===== src/rtl/sram_port_arbiter.sv =====
// ---------------------------------------------------------------------------
// sram_port_arbiter
//
// Merges the instruction-fetch and data (load/store) SRAM-like request
// channels onto one shared downstream SRAM-like memory port. The ownership
// of every accepted transaction is tracked in an in-order FIFO, so that each
// returning data_ok/rdata can be steered back to the master that issued it.
//
// Parameters
//   OUTSTANDING  maximum accepted-but-unanswered transactions (power of two, >=1)
//
// Ports
//   clk, reset                         clock, synchronous active-high reset
//   inst_req/wr/size/wstrb/addr/wdata  instruction master request fields
//   inst_addr_ok, inst_data_ok         instruction master handshakes
//   inst_rdata                         instruction read data
//   data_req/wr/size/wstrb/addr/wdata  data master request fields
//   data_addr_ok, data_data_ok         data master handshakes
//   data_rdata                         data read data
//   mem_req/wr/size/wstrb/addr/wdata   muxed downstream request
//   mem_addr_ok                        downstream request accepted
//   mem_data_ok, mem_rdata             downstream in-order response
//   proto_err                          sticky: response seen with nothing outstanding
// ---------------------------------------------------------------------------
module sram_port_arbiter #(
  parameter int OUTSTANDING = 2
) (
  input  logic        clk,
  input  logic        reset,

  input  logic        inst_req,
  input  logic        inst_wr,
  input  logic [1:0]  inst_size,
  input  logic [3:0]  inst_wstrb,
  input  logic [31:0] inst_addr,
  input  logic [31:0] inst_wdata,
  output logic        inst_addr_ok,
  output logic        inst_data_ok,
  output logic [31:0] inst_rdata,

  input  logic        data_req,
  input  logic        data_wr,
  input  logic [1:0]  data_size,
  input  logic [3:0]  data_wstrb,
  input  logic [31:0] data_addr,
  input  logic [31:0] data_wdata,
  output logic        data_addr_ok,
  output logic        data_data_ok,
  output logic [31:0] data_rdata,

  output logic        mem_req,
  output logic        mem_wr,
  output logic [1:0]  mem_size,
  output logic [3:0]  mem_wstrb,
  output logic [31:0] mem_addr,
  output logic [31:0] mem_wdata,
  input  logic        mem_addr_ok,
  input  logic        mem_data_ok,
  input  logic [31:0] mem_rdata,

  output logic        proto_err
);

  localparam int PTR_W = (OUTSTANDING > 1) ? $clog2(OUTSTANDING) : 1;
  localparam int CNT_W = $clog2(OUTSTANDING + 1);

  typedef enum logic {
    OWNER_INST = 1'b0,
    OWNER_DATA = 1'b1
  } owner_e;

  // Pointer increment that wraps at OUTSTANDING; also correct for depth 1,
  // where the pointer simply stays at zero.
  function automatic logic [PTR_W-1:0] next_ptr(input logic [PTR_W-1:0] ptr);
    return (ptr == PTR_W'(OUTSTANDING - 1)) ? '0 : ptr + PTR_W'(1);
  endfunction

  // -------------------------------------------------------------------------
  // State
  // -------------------------------------------------------------------------
  logic             lock_valid;
  owner_e           lock_owner;
  logic [CNT_W-1:0] count;
  logic [PTR_W-1:0] wr_ptr;
  logic [PTR_W-1:0] rd_ptr;
  owner_e           owner_mem [OUTSTANDING];

  // -------------------------------------------------------------------------
  // Grant and request path
  // -------------------------------------------------------------------------
  owner_e grant;
  logic   grant_valid;
  logic   fifo_full;
  logic   accept;
  logic   sel_inst;

  // A request that has been offered downstream but not yet taken keeps the
  // port, so a late data_req cannot pull an offered instruction request away.
  // Otherwise data has fixed priority over instruction fetch.
  assign grant       = lock_valid ? lock_owner
                                  : (data_req ? OWNER_DATA : OWNER_INST);
  assign grant_valid = (grant == OWNER_DATA) ? data_req : inst_req;

  // Fullness is taken from the registered count only: a response arriving in
  // the same cycle does not open a slot until the next cycle.
  assign fifo_full   = (count == CNT_W'(OUTSTANDING));

  assign mem_req     = !reset && grant_valid && !fifo_full;
  assign accept      = mem_req && mem_addr_ok;

  // The instruction fields only reach the port while an instruction request
  // is actually being offered; when idle the port mirrors the data master.
  assign sel_inst    = mem_req && (grant == OWNER_INST);

  always_comb begin
    // NOTE: every output of a combinational block is assigned a default up
    // front so that no path through it leaves a value held, which would
    // otherwise infer a latch.
    mem_wr    = data_wr;
    mem_size  = data_size;
    mem_wstrb = data_wstrb;
    mem_addr  = data_addr;
    mem_wdata = data_wdata;
    if (sel_inst) begin
      mem_wr    = inst_wr;
      mem_size  = inst_size;
      mem_wstrb = inst_wstrb;
      mem_addr  = inst_addr;
      mem_wdata = inst_wdata;
    end
  end

  assign inst_addr_ok = accept && (grant == OWNER_INST);
  assign data_addr_ok = accept && (grant == OWNER_DATA);

  // -------------------------------------------------------------------------
  // Response path
  // -------------------------------------------------------------------------
  owner_e head;
  logic   pop;
  logic   spurious;

  assign head     = owner_mem[rd_ptr];
  assign pop      = !reset && mem_data_ok && (count != '0);
  assign spurious = mem_data_ok && (count == '0);

  assign inst_data_ok = pop && (head == OWNER_INST);
  assign data_data_ok = pop && (head == OWNER_DATA);

  // Read data is shared; the data_ok strobes alone qualify it.
  assign inst_rdata = mem_rdata;
  assign data_rdata = mem_rdata;

  // -------------------------------------------------------------------------
  // Control registers
  // -------------------------------------------------------------------------
  always_ff @(posedge clk) begin
    if (reset) begin
      // NOTE: sequential state uses non-blocking assignments so every
      // register samples the pre-edge values of its neighbours.
      lock_valid <= 1'b0;
      lock_owner <= OWNER_INST;
      count      <= '0;
      wr_ptr     <= '0;
      rd_ptr     <= '0;
      proto_err  <= 1'b0;
    end else begin
      // Lock follows the offered request; a fifo-full stall (mem_req low)
      // leaves it untouched.
      if (mem_req) begin
        if (mem_addr_ok) begin
          lock_valid <= 1'b0;
        end else begin
          lock_valid <= 1'b1;
          lock_owner <= grant;
        end
      end

      if (accept) wr_ptr <= next_ptr(wr_ptr);
      if (pop)    rd_ptr <= next_ptr(rd_ptr);

      unique case ({accept, pop})
        2'b10:   count <= count + CNT_W'(1);
        2'b01:   count <= count - CNT_W'(1);
        default: count <= count;
      endcase

      if (spurious) proto_err <= 1'b1;
    end
  end

  // -------------------------------------------------------------------------
  // Owner storage
  // -------------------------------------------------------------------------
  // NOTE: the owner entries are deliberately not reset; only slots between
  // rd_ptr and wr_ptr are ever read, and those are always written first.
  always_ff @(posedge clk) begin
    if (accept) owner_mem[wr_ptr] <= grant;
  end

endmodule


===== config.mk =====
export PLATFORM = sky130hd
export DESIGN_NAME = sram_port_arbiter
export DESIGN_NICKNAME = d
export VERILOG_FILES = /design/src/rtl/sram_port_arbiter.sv
export SDC_FILE = /design/constraint.sdc
export NUM_CORES = 1
export LEC_CHECK = 0
export ABC_AREA = 1
export BUFFER_PORTS_ARGS = -buffer_cell sky130_fd_sc_hd__buf_2
export CAP_MARGIN = 5
export CORE_AREA = 4 4 123 125
export CTS_CLUSTER_DIAMETER = 30
export DETAILED_ROUTE_END_ITERATION = 7
export DIE_AREA = 0 0 127 129
export PLACE_DENSITY = 0.47
export SETUP_SLACK_MARGIN = 0.02
export SYNTH_ARGS = -nofsm -noshare
export SYNTH_HDL_FRONTEND = slang
export SYNTH_SLANG_ARGS = --single-unit

===== constraint.sdc =====
create_clock -name clk -period 4.8 [get_ports clk]
set_clock_uncertainty 0.1 [all_clocks]
set_input_delay 0.48 -clock clk [delete_from_list [all_inputs] [get_ports clk]]
set_output_delay 0.48 -clock clk [all_outputs]
set_load 0.02 [all_outputs]

# Yosys cells after proc, flatten, opt, wreduce, memory -nomap -nowiden
# Memories as Yosys holds them, arrays and structs flattened. A register that Yosys moved wholly into a read port is not among the register bits.
# Index checks and enable logic that the tools add are counted.
word_totals:
  n_memories: 1
  out_inout_bits: 141
  ff_bits: 7
  ram_bits: 2
  elab_cells: 50
  input_bits: 180
classes:
  bitwise: 3
  n_eq_ne: 3
  muxes: 16
  n_addsub: 4
  reduce_logical: 17
mem_list:
  columns: ["name", "words", "word_bits", "rd", "rd_clocked_by_memory_dff", "write_ports", "line", "rtl"]
  rows:
  - ["owner_mem", 2, 1, 1, 1, 1, "86", "owner_e owner_mem [OUTSTANDING];"]
op_table:
  columns: ["operator", "n"]
  rows:
  - ["2-to-1 mux 32 bit", 2]
  - ["logical AND 1 bit", 11]
  - ["2-to-1 mux 1 bit", 11]
  - ["== test 2 bit, second input constant", 2]
  - ["2-to-1 mux 4 bit", 1]
  - ["case mux 2 bit (2 select lines)", 1]
  - ["nonzero test 2 bit", 2]
  - ["inverter 1 bit", 3]
  - ["adder 1 bit, second input constant", 2]
  - ["adder 2 x 1 -> 2 bit, second input constant", 1]
  - ["== test 2 x 1 -> 1 bit, second input constant", 1]
  - ["zero test 1 bit", 2]
  - ["zero test 2 bit", 1]
  - ["2-to-1 mux 2 bit", 1]
  - ["AND reduction 2 bit", 1]
  - ["subtractor 2 x 1 -> 2 bit, second input constant", 1]

# Depth between registers and ports, before layout
depth:
  ltp_word: 8
  mapped_depth: 10
  ltp_nobuf: 10

# Worst setup path after synthesis
# OpenSTA, ideal clock, no wires.
synth_path:
  kind: "input to output"
  startpoint: "input port data_req"
  endpoint: "output port mem_addr[0]"
  arrival_time_ns: 1.380
  t_required_ns: 4.220
  cell_stages: 6
  path_buffers: 1
  slack_ns: 2.840
  path_cell_list: "nand2_1 -> nand3_1 -> nand2_2 -> nand3_4 -> clkbuf_1 -> o21ai_1"
synth_between:
  elab_chain_len: 7
  word_cells_on_any_way: 8
synth_lines:
  columns: ["element", "line", "rtl"]
  rows:
  - ["from (decl)", "41", "input logic data_req,"]
  - ["2-to-1 mux 1 bit", "101", ": (data_req ? OWNER_DATA : OWNER_INST);"]
  - ["2-to-1 mux 1 bit", "100", "assign grant = lock_valid ? lock_owner"]
  - ["2-to-1 mux 1 bit", "102", "assign grant_valid = (grant == OWNER_DATA) ? data_req : inst_req;"]
  - ["logical AND 1 bit (2 in series)", "108", "assign mem_req = !reset && grant_valid && !fifo_full;"]
  - ["logical AND 1 bit (*)", "113", "assign sel_inst = mem_req && (grant == OWNER_INST);"]
  - ["2-to-1 mux 32 bit (*)", "124", "if (sel_inst) begin"]
  - ["to (decl)", "55", "output logic [31:0] mem_addr,"]
# Every way passes the cells marked *; elsewhere a longest branch is shown, timed or not.

# Worst setup path after layout
layout_path:
  startpoint: "register lock_valid"
  endpoint: "output port mem_wdata[26]"
layout_between:
  elab_chain_len: 6
  word_cells_on_any_way: 7
layout_lines:
  columns: ["element", "line", "rtl"]
  rows:
  - ["from (decl)", "81", "logic lock_valid;"]
  - ["from (signal assigned)", "161", "lock_valid <= 1'b0;"]
  - ["from (signal assigned)", "172", "lock_valid <= 1'b0;"]
  - ["from (signal assigned)", "174", "lock_valid <= 1'b1;"]
  - ["2-to-1 mux 1 bit (*)", "100", null]
  - ["2-to-1 mux 1 bit", "102", null]
  - ["logical AND 1 bit (2 in series)", "108", null]
  - ["logical AND 1 bit (*)", "113", null]
  - ["2-to-1 mux 32 bit (*)", "124", null]
  - ["to (decl)", "56", "output logic [31:0] mem_wdata,"]
# Marks and branches as above.

==> results by group <==
Status
  – Outcome: complete, no violations

Critical path
  – Worst setup SP type: register
  – Family with the most delay on the worst path: simple AND/OR/NAND/NOR gates
  – Worst path max stage delay: 550 ps
  – Reg-to-reg startpoint: lock_valid
  – RR Endpoint: count[1]
  – CP max-delay cell: buf_4
  – R2R Setup Slk: 3060 ps
  – Critical path's most frequent cell: nand2_1
  – FF-to-FF path depth: 10
  – CP max FO: 56
  – Critical path cell sequence: nand2_1 > nand2_1 > nand2_2 > nand3_4 > buf_4 > nand2_1 > o21ai_1 > buf_2
  – Worst Path Buf+Inv: 2
  – Critical path class: register to output port
  – CP endpoint kind: output port
  – Arrival time worst endpoint: 2340 ps
  – Critical Path RT: 4220 ps

Synthesis
  – Mapped Cells: 362
  – Yosys reg bits: 10
  – Synth Net Count: 543
  – Yosys cell types: 21
  – Mapped Avg Cell Area: 5.63 um2
  – Yosys Warn Count: 0
  – Mapped cell area: 2040 um2
  – Sequential area share after synthesis: 10.8%

Die
  – Core box area: 13900 um2
  – Rows: 43
  – Die Span Y: 129 um
  – Io pins: 321
  – Die area: 16400 um2
  – Die W: 127 um
  – Initial Util: 14.7%

Worst hold path
  – Hold path start: proto_err
  – Hold Path End: proto_err
  – Depth of the worst hold-timing path: 2
  – Min-Delay Path Class: register to register

CTS
  – CTS tree: done
  – Cts bufs inserted: 3
  – Worst-Skew Late Latency: 230 ps
  – # hold bufs at CTS: 0
  – Clock slew at reported path FFs: 40 ps
  – Root Buffer: clkbuf_16
  – Htree depth: 1
  – CTS Buffer Depth: 2
  – Clock Sinks: 10
  – PostCTS Resize Cnt: 0
  – Setup Fix Bufs, Post-CTS: 0

Placed design
  – DP Wirelength: 5890 um
  – RD Place Congestion: 0.786
  – DP Area: 2800 um2
  – Cells after DPL: 689
  – Port Buf Inserts: 224

Drt
  – Final ANT Viol Nets: 0
  – Average via count per standard cell: 3.52
  – Post-Route WL: 6760 um
  – Average wire per cell in the routed design: 9.75 um
  – Via count: 2439
  – DRT Pass-1 Iters: 4
  – DR DRC count: 0
  – DR iter-0 viols: 62

Global routing
  – Global-route wire length before repair: 10100 um
  – Initial antenna violation count: 1
  – Largest net degree at the start of global routing: 57
  – Total gr overflow: 0
  – Vias in the first global route: 2207
  – GRT Util Overall: 7.32%

Layout
  – Layout Cells excl Fill: 693
  – N_diodes: 0
  – Design Area, Final: 2880 um2
  – # nets final: 695
  – Area delta synth->final: 41.3%
  – Fraction of layout cells with a size suffix above 1: 47.8%

Pwr
  – Max VDD drop: 187 uV
  – Leakage: 1.93 nW
  – PD cells: 196 nW/um2

Timing
  – Max Fclk: 0.342 GHz
  – Worst-Margin Slew: 596 ps
  – # setup viols final: 0
  – Final hold violations: 0
  – Part of the cycle the worst path needs: 60.9%
  – Final setup TNS: 0 ps
  – Post-route minimum period: 2920 ps
  – Pins Over Slew Limit: 0
  – RSZ-0062 raised after global routing: false
  – Worst slew margin: 60.2%

Run
  – Max-cap viol count: 0
## power breakdown
group / total [mW] / switching (mW) / internal, mW
clock network: 0.149 / 0.0380 / 0.111
logic: 0.318 / 0.194 / 0.124
registers: 0.0968 / 0.00431 / 0.0925
## flip-flops by register name (all words and copies together) (netlist names), named ones only
name        count
lock_owner      1
proto_err       1
count           2
owner_mem       2
lock_valid      1
rd_ptr          1
wr_ptr          1
## per-layer routing
metal | track usage, % | share of wire [%] | up-vias
met5 | 0 | 0.19 | -
met4 | 1.01 | 0.50 | 2
met3 | 3.03 | 15 | 7
met2 | 13.6 | 48 | 153
met1 | 7.96 | 36 | 951
li1 | - | - | 1326
## Yosys cell counts, drive strengths merged
library cell,count,area (um2)
a21oi,4,20.0
buf,74,581
clkbuf,5,18.8
dfxtp,8,160
edfxtp,2,60.1
ha,1,12.5
inv,86,323
nand2,84,318
nand3,4,32.5
nand4,2,12.5
nor2,14,60.1
o21ai,76,422
xor2,2,17.5
## how the worst max path moves through the flow
stage          slack (ps)       start             to  cells past startpoint
2_1_floorplan        2840    data_req    mem_addr[0]                      6
4_1_cts              1820  lock_valid  mem_wdata[26]                      8
5_1_grt              1560  lock_valid    mem_size[1]                      8
3_5_place_dp         1950    data_req  mem_wdata[25]                      8
3_3_place_gp         1960    data_req   mem_wstrb[1]                      8
6_report             1880  lock_valid  mem_wdata[26]                      8
## worst register-to-register path, cell delays in order, from the launching register on
cell and delay [ps]:
dfxtp_1 410, inv_2 40, nand2_1 50, nand3_1 70, nand2_2 130, nand3_1 160, ha_1 310, inv_1 90
nand2_1 70, o21ai_0 140, a21oi_1 50
## layout make-up
cell class / instances / area [um2]
Inverter: 86 / 323
Tap cell: 180 / 225
Clock buffer: 4 / 78.8
Multi-Input combinational cell: 187 / 895
Timing Repair Buffer: 226 / 1140
Fill cell: 1641 / 11000
Sequential cell: 10 / 220
## layout by cell type, fill, tap and decap left out
cell       synthesis  routed
inv_1             84      84
nand2_1           83      83
o21ai_0            4       4
dfxtp_1            8       8
nand3_1            3       3
edfxtp_1           2       2
nand3_4            1       1
o21ai_2           11      11
nor2_4             1       1
nand4_1            2       2
clkbuf_16          0       3
ha_1               1       1
a21oi_1            4       4
buf_2              2     224
clkbuf_1           5       1
o21ai_1           61      61
buf_4             64       2
nand2_2            1       1
xor2_1             2       2
nor2_1            13      13
inv_2              2       2
## kinds of logic after synthesis
kind of cell	Yosys count	synth area share, %
xor gates and xnor gates	2	0.860
buffers and inverters	165	45.3
DFF	10	10.8
adders and majority gates	1	0.614
AOI/OAI and AO/OA	80	21.7
and+or+nand+nor	104	20.8
## per-stage QoR
step | setup WS (ps) | power (mW) | utilization, % | hold WS [ps]
finish | 1880 | 0.564 | 20.7 | 369
global route | 1560 | 0.610 | 20.7 | 406
CTS | 1820 | 0.574 | 20.7 | 372
detailed placement | 1950 | 0.421 | 20.2 | 359
global placement | 1960 | 0.422 | 20.2 | 361
floorplan | 2840 | 0.374 | - | 354
Note: power is estimated with default switching activity, not from simulation.
